$ cat config.mk
export PLATFORM = sky130hd
export DESIGN_NAME = boot_loader
export DESIGN_NICKNAME = d
export VERILOG_FILES = /design/src/rtl/boot_loader.sv
export SDC_FILE = /design/constraint.sdc
export NUM_CORES = 1
export LEC_CHECK = 0
export CAP_MARGIN = 20
export CORE_UTILIZATION = 55
export DETAILED_ROUTE_END_ITERATION = 12
export PLACE_DENSITY = 0.95
export SYNTH_ARGS = -nofsm -noshare
export SYNTH_HDL_FRONTEND = slang
export SYNTH_SLANG_ARGS = --single-unit
$ cat constraint.sdc
create_clock -name clock -period 5.04 [get_ports clock]
set_clock_uncertainty 0.1 [all_clocks]
set_input_delay 1.008 -clock clock [delete_from_list [all_inputs] [get_ports clock]]
set_output_delay 1.008 -clock clock [all_outputs]
set_load 0.005 [all_outputs]
$ cat src/rtl/boot_loader.sv
// Boot-time loader: assembles big-endian words from a byte stream and writes them
// to consecutive memory addresses while holding the CPU halted; otherwise passes CPU through.
module boot_loader #(
  parameter int unsigned DEPTH      = 512,
  parameter int unsigned START_ADDR = 0
) (
  input  logic        clock,
  input  logic        reset,
  input  logic        load_start,
  input  logic [7:0]  rx_data,
  input  logic        rx_valid,
  output logic        rx_ready,
  input  logic [15:0] cpu_address,
  input  logic [15:0] cpu_data_in,
  input  logic        cpu_mem_write,
  output logic [15:0] mem_address,
  output logic [15:0] mem_data_in,
  output logic        mem_mem_write,
  output logic        cpu_halt,
  output logic        done,
  output logic        error,
  output logic [15:0] words_loaded
);

  localparam logic [2:0] IDLE   = 3'd0;
  localparam logic [2:0] LEN_HI = 3'd1;
  localparam logic [2:0] LEN_LO = 3'd2;
  localparam logic [2:0] DAT_HI = 3'd3;
  localparam logic [2:0] DAT_LO = 3'd4;
  localparam logic [2:0] WRITE  = 3'd5;
  localparam logic [2:0] DONE   = 3'd6;
  localparam logic [2:0] ERROR  = 3'd7;

  localparam logic [15:0] START16 = START_ADDR[15:0];
  localparam logic [31:0] DEPTH32 = DEPTH;
  localparam logic [31:0] START32 = START_ADDR;

  logic [2:0]  state_q, state_d;
  logic [15:0] length_q, length_d;
  logic [15:0] index_q, index_d;
  logic [15:0] word_q, word_d;
  logic [15:0] words_loaded_q, words_loaded_d;

  logic        accept;
  logic [15:0] len_n;
  logic [15:0] index_inc;
  logic [31:0] end_addr;

  assign rx_ready  = (state_q == LEN_HI) || (state_q == LEN_LO) ||
                     (state_q == DAT_HI) || (state_q == DAT_LO);
  assign cpu_halt  = rx_ready || (state_q == WRITE);
  assign accept    = rx_valid && rx_ready;
  assign len_n     = {length_q[15:8], rx_data};
  assign index_inc = index_q + 16'd1;
  // 32-bit sum so a huge length cannot wrap past the depth check
  assign end_addr  = START32 + {16'd0, len_n};

  always_comb begin
    state_d        = state_q;
    length_d       = length_q;
    index_d        = index_q;
    word_d         = word_q;
    words_loaded_d = words_loaded_q;
    case (state_q)
      IDLE, DONE, ERROR: begin
        if (load_start) begin
          words_loaded_d = 16'd0;
          index_d        = 16'd0;
          length_d       = 16'd0;
          state_d        = LEN_HI;
        end
      end
      LEN_HI: begin
        if (accept) begin
          length_d = {rx_data, length_q[7:0]};
          state_d  = LEN_LO;
        end
      end
      LEN_LO: begin
        if (accept) begin
          length_d = len_n;
          if (len_n == 16'd0)          state_d = DONE;
          else if (end_addr > DEPTH32) state_d = ERROR;
          else                         state_d = DAT_HI;
        end
      end
      DAT_HI: begin
        if (accept) begin
          word_d  = {rx_data, word_q[7:0]};
          state_d = DAT_LO;
        end
      end
      DAT_LO: begin
        if (accept) begin
          word_d  = {word_q[15:8], rx_data};
          state_d = WRITE;
        end
      end
      WRITE: begin
        index_d        = index_inc;
        words_loaded_d = words_loaded_q + 16'd1;
        state_d        = (index_inc == length_q) ? DONE : DAT_HI;
      end
      default: state_d = IDLE;
    endcase
  end

  always_ff @(posedge clock or negedge reset) begin
    if (!reset) begin
      state_q        <= IDLE;
      length_q       <= 16'd0;
      index_q        <= 16'd0;
      word_q         <= 16'd0;
      words_loaded_q <= 16'd0;
    end else begin
      state_q        <= state_d;
      length_q       <= length_d;
      index_q        <= index_d;
      word_q         <= word_d;
      words_loaded_q <= words_loaded_d;
    end
  end

  // While halted the loader owns the memory port and CPU writes are dropped
  assign mem_address   = cpu_halt ? (START16 + index_q) : cpu_address;
  assign mem_data_in   = cpu_halt ? word_q : cpu_data_in;
  assign mem_mem_write = cpu_halt ? (state_q == WRITE) : cpu_mem_write;

  assign done         = (state_q == DONE);
  assign error        = (state_q == ERROR);
  assign words_loaded = words_loaded_q;

endmodule

==> impl_metrics.tcl, run 1 <==
set metrics [dict create \
    outcome "completed" \
    cts_buffers 9 \
    drt_wl_total_um 11480 \
    grt_usage 0.2879 \
    final_common_cell "nand2_1" \
    clk_latency_ns 0.34 \
    synth_xor_area_frac 0.05792 \
    setup_tns_ns 0 \
    ios 98 \
    fmaxAchievable_ghz 0.2351 \
    h-tree-depth 3 \
    finalSetupViolCount 0 \
    cts_root_buffer "clkbuf_8" \
    num_vias 4336 \
    wire_per_inst_um 16.19 \
    reg2reg_depth 7 \
    rsz0062_at_grt "no" \
    die_w_um 89.74 \
    crit_type "flop to output port" \
    die-area_mm2 0.008053 \
    drive_gt1_frac 0.08361 \
    hold_depth 2 \
    die_h_um 89.74 \
    crit_arrival_ns 3.15 \
    ys_ff_latch 67 \
    final_nets 654 \
    rrSetupSlack_ns 1.74 \
    placed_area_mm2 0.005224 \
    hold_class "flop to flop" \
    cp.required_ns 3.93 \
    initialDrtViolationCount 366 \
    ys_warn_count 0 \
    timing.final.crit_period_ns 4.254 \
    ant_nets 0 \
    worstMarginPinSlew_ns 1.118 \
    synth_mux_area_frac 0.04255 \
    grt_pass1_vias 4012 \
    fin_area_mm2 0.005463 \
    gp_congestion 0.8764 \
    grt_first_pass_wirelength_um 19040 \
    antenna_found_initial 0 \
    initial_core_util 0.5776 \
    clock_path_buffers 2 \
    hp-start "length_q[7]" \
    viasPerCell 6.116 \
    ys.flop_type "dfrtp_1" \
    endpoint_kind "output port" \
    portBuffers 97 \
    crit_start "state_q[0]" \
    hold_path_end "length_q[7]" \
    drt-pass1-iter-count 7 \
    num_rows 31 \
    hpwl_um 7877 \
    timing.rr.start "state_q[2]" \
    synth_compound_gate_area_share 0.1646 \
    synth_nets 571 \
    cp_max_fo 36 \
    async_flop_share 1.000 \
    hold_viol_final 0 \
    tritoncts "built" \
    cts_sinks 67 \
    grt_overflow_total 0 \
    synth_cell_type_count 60 \
    areaGrowthSynthToFinish_pct 29.02 \
    cts_setup_buffers 0 \
    max-cap-violations 0 \
    path_clk_slew_ns 0.07 \
    finalCritPeriodShare 0.8441 \
    yosys.area_share.simple 0.2940 \
    yosysSeqAreaShare 0.3960 \
    drc_errors 0 \
    vdd_drop_max_v 0.0003678 \
    layout_common_cells "nand2_1, clkdlybuf4s50_1, dfrtp_1" \
    synthAdderAreaFrac 0.008865 \
    synth_top_family_by_area "simple AND/OR/NAND/NOR gates" \
    antenna_cells 0 \
    reg2reg_to "index_q[14]" \
    slew-limit-headroom 0.2520 \
    grt_max_degree 68 \
    synth_edf_count 0 \
    syn_area_mm2 0.004234 \
    cts_resized 0 \
    slew_viol_final 0 \
    syn_inst 523 \
    cp-start-kind "flop" \
    cts_hold_buffers 0 \
    design.core.area_mm2 0.007331 \
    leakage_nw 2.327 \
    p_per_area_mw_per_mm2 530.6 \
    avgSynthCellArea_um2 8.096 \
]
==> synthesized netlist by cell type (all sizes together) (6+ instances only) <==
library cell / number / area (µm²)
nand2: 144 / 540.5
dfrtp: 67 / 1677
o21ai: 58 / 290.3
nor2: 33 / 126.4
xnor2: 21 / 183.9
clkbuf: 19 / 72.56
a21oi: 16 / 91.34
mux2: 16 / 180.2
nand3: 14 / 75.07
nand4: 12 / 90.09
nor3: 10 / 55.05
and3: 9 / 56.30
inv: 9 / 33.78
buf: 8 / 46.29
or3: 8 / 50.05
nor4: 7 / 71.31
xor2: 7 / 61.31
o31ai: 6 / 50.05
==> metrics by stage <==
step	power, mW	instances	hold WS [ns]	utilization	setup slack [ns]
global placement	2.268	694	0.3859	0.7126	1.353
CTS	2.883	709	0.4074	0.7452	0.8279
finish	2.898	709	0.4042	0.7452	0.7856
floorplan	1.696	523	0.3689	-	2.236
global route	3.092	709	0.4324	0.7452	0.5566
detailed placement	2.322	694	0.3914	0.7126	1.213
==> routing by layer <==
metal	global-route usage	part of all wire
met4	0.1052	0.024
met1	0.3817	0.41
met3	0.05161	0.082
met2	0.4731	0.49
met5	0	0
==> cell type report <==
| type | instances | area [µm²] |
|---|---|---|
| Inverter | 9 | 33.78 |
| Multi-Input combinational cell | 420 | 2409 |
| Fill cell | 489 | 1868 |
| Tap cell | 99 | 123.9 |
| Sequential cell | 67 | 1677 |
| Clock buffer | 9 | 123.9 |
| Clock inverter | 6 | 115.1 |
| Timing Repair Buffer | 99 | 980.9 |
==> critical path, cell delays in order, from the launching register on <==
cell	delay [ns]
dfrtp_1	0.69
or2_2	0.26
o21ai_2	0.06
buf_4	0.27
inv_1	0.70
nand2_1	0.18
nand2_1	0.11
clkdlybuf4s50_1	0.51
==> cells by family after synthesis <==
kind of cell             after synthesis
AO/OA/AOI/OAI                        111
AND/OR/NAND/NOR                      262
buffers and inverters                 36
multiplexers                          16
XOR/XNOR                              28
adder cells (fa/ha/maj)                3
flip-flops                            67
==> how the worst max path moves through the flow <==
| stage | endpoint | slack (ns) | cells past startpoint |
|---|---|---|---|
| CTS | mem_address[7] | 0.83 | 7 |
| floorplan | words_loaded[15] | 2.24 | 6 |
| finish | mem_address[7] | 0.79 | 7 |
| detailed placement | mem_address[7] | 1.21 | 7 |
| global route | mem_address[7] | 0.56 | 7 |
| global placement | words_loaded[5] | 1.35 | 7 |
==> report_power, final <==
group	leakage [nW]	total, mW	switching (mW)	internal (mW)
Sequential	0.895	0.830	0.163	0.668
Combinational	1.32	1.52	0.793	0.730
Clock	0.115	0.545	0.218	0.328
==> flip-flops by register name, indices dropped and copies added, names as in the netlist <==
name          cells
length_q         16
index_q          16
state_q           3
word_q           16
words_loaded     16
No activity file was read; power rests on OpenSTA's default activity.
==> run 2: changes to the inputs <==
CORE_UTILIZATION = 51   (was 55)
PLACE_DENSITY = 0.91   (was 0.95)
clock period = 4.4 ns   (was 5.04 ns; I/O delays follow)
==> run 2 against run 1 <==
Net effect:
- worst hold slack worse by 0.064 ns
- design area barely moved
- global-route usage down 1.3 points
- critical path depth decreased by 1
- sequential share of layout area about the same
- count of clock-buffer cells in the layout rose by 2
- sequential power is 15% higher
- via count fell by 2.9%
- register-to-register slack worse by 0.52 ns
- sequential cell count is the same
- first-iteration DRC count decreased by 19%
- worst setup slack worse by 0.25 ns
- critical endpoint is now mem_address[12]
==> impl_metrics.tcl, run 2 (synthesized netlist as in run 1, its figures left out) <==
set metrics [dict create \
    die-area_mm2 0.008670 \
    timing.rr.start "state_q[2]" \
    outcome "completed" \
    post_layout_nonfiller_instances 714 \
    switching_share 0.4070 \
    slew-limit-headroom 0.3430 \
    reg2reg_to "index_q[14]" \
    ant_nets 0 \
    cp.required_ns 3.42 \
    p_int_mw 1.941 \
    dr_wl_met3_um 728 \
    grt_first_pass_wirelength_um 19070 \
    grt_pass1_vias 4114 \
    max-cap-violations 0 \
    hold_viol_final 0 \
    wl_met1_um 4642 \
    vdd_drop_max_v 0.0003869 \
    rrSetupSlack_ns 1.22 \
    drc_errors 0 \
    leakage_nw 2.327 \
    cp_max_fo 30 \
    finalCritPeriodShare 0.8782 \
    wire_per_inst_um 15.84 \
    setup_tns_ns 0 \
    portBuffers 97 \
    areaGrowthSynthToFinish_pct 28.99 \
    cts_hold_buffers 0 \
    path_clk_slew_ns 0.08 \
    hpwl_um 8244 \
    cp-start-kind "flop" \
    power_mw 3.273 \
    die_w_um 93.12 \
    grt_overflow_total 0 \
    fill_cells 614 \
    drt-pass1-iter-count 5 \
    rsz0062_at_grt "no" \
    cts_root_buffer "clkbuf_8" \
    reg2reg_depth 8 \
    cts_buffers 9 \
    fmaxAchievable_ghz 0.2588 \
    grt_usage 0.2751 \
    h-tree-depth 3 \
    finalSetupViolCount 0 \
    power_frac_comb 0.530 \
    antenna_found_initial 0 \
    drive_gt1_frac 0.08497 \
    sequentialPowerShare 0.291 \
    pre_cts_slack_ns 0.9285 \
    num_vias 4210 \
    antenna_cells 0 \
    met2_wirelength_um 5703 \
    worstMarginPinSlew_ns 0.9812 \
    crit_type "flop to output port" \
    cts_resized 0 \
    final_common_cell "nand2_1" \
    dp.cells 698 \
    ios 98 \
    layout_common_cells "nand2_1, clkdlybuf4s50_1, dfrtp_1" \
    initialDrtViolationCount 295 \
    initial_core_util 0.5368 \
    gp_congestion 0.8630 \
    timing.final.crit_period_ns 3.864 \
    clock_path_buffers 2 \
    final_nets 655 \
    cts_sinks 67 \
    slew_viol_final 0 \
    endpoint_kind "output port" \
    drt_wl_total_um 11310 \
    cts_setup_buffers 0 \
    pwr-share-clk 0.179 \
    hold_class "input pin to async pin" \
    crit_arrival_ns 2.88 \
    timing.final.ws_setup_ns 0.5357 \
    clk_latency_ns 0.35 \
    p_switching_mw 1.332 \
    tritoncts "built" \
    grt_max_degree 51 \
    highest_layer "met4" \
    num_rows 32 \
    p_per_area_mw_per_mm2 599.3 \
    die_h_um 93.12 \
    design.core.area_mm2 0.007888 \
    viasPerCell 5.896 \
]
-- run 2: layout make-up --
cell class              count  area, µm²  share of cell area
flip-flops and latches     67       1677              0.3070
well taps                 102      127.6             0.02337
repair buffers            100      988.4              0.1810
multi-input cells         420       2409              0.4410
clock buffers              11      141.4             0.02589
inverters                   9      33.78            0.006186
clock inverters             5      85.08             0.01558
-- run 2: power by group through the flow --
stage,Combinational [mW],Sequential (mW),Clock (mW)
2_1_floorplan,1.08,0.868,0
3_3_place_gp,1.66,0.944,0
3_5_place_dp,1.72,0.957,0
4_1_cts,1.73,0.948,0.586
5_1_grt,1.92,0.976,0.615
6_report,1.73,0.953,0.585
-- run 2: worst max-delay path, cell delays in order, from the launching register on --
cell and delay (ns):
dfrtp_1 0.71, or2_2 0.26, o21ai_2 0.07, inv_1 0.68, nand2_1 0.21, nand2_1 0.10, clkdlybuf4s50_1 0.50
-- run 2: stage by stage --
step	util	hold slack [ns]	instance area, µm²
after detailed placement	0.6637	0.3953	5235
final	0.6924	0.3407	5461
after global routing	0.6924	0.3733	5461
after CTS	0.6924	0.3542	5461
after floorplan	-	0.3689	4234
after global placement	0.6637	0.3875	5235
-- run 2: worst max path at each step --
stage	from	end	slack (ns)	depth (start not counted)
5_1_grt	state_q[0]	mem_address[9]	0.34	6
2_1_floorplan	load_start	words_loaded[15]	1.72	6
4_1_cts	state_q[0]	mem_address[12]	0.57	6
3_5_place_dp	load_start	words_loaded[15]	0.93	7
3_3_place_gp	state_q[0]	mem_address[12]	0.96	6
6_report	state_q[0]	mem_address[12]	0.54	6
-- run 2: metal layers --
metal | GRT usage | vias up
met4 | 0.09872 | 0
met2 | 0.4700 | 213
met3 | 0.04390 | 26
li1 | - | 1992
met5 | 0 | -
met1 | 0.3525 | 1979
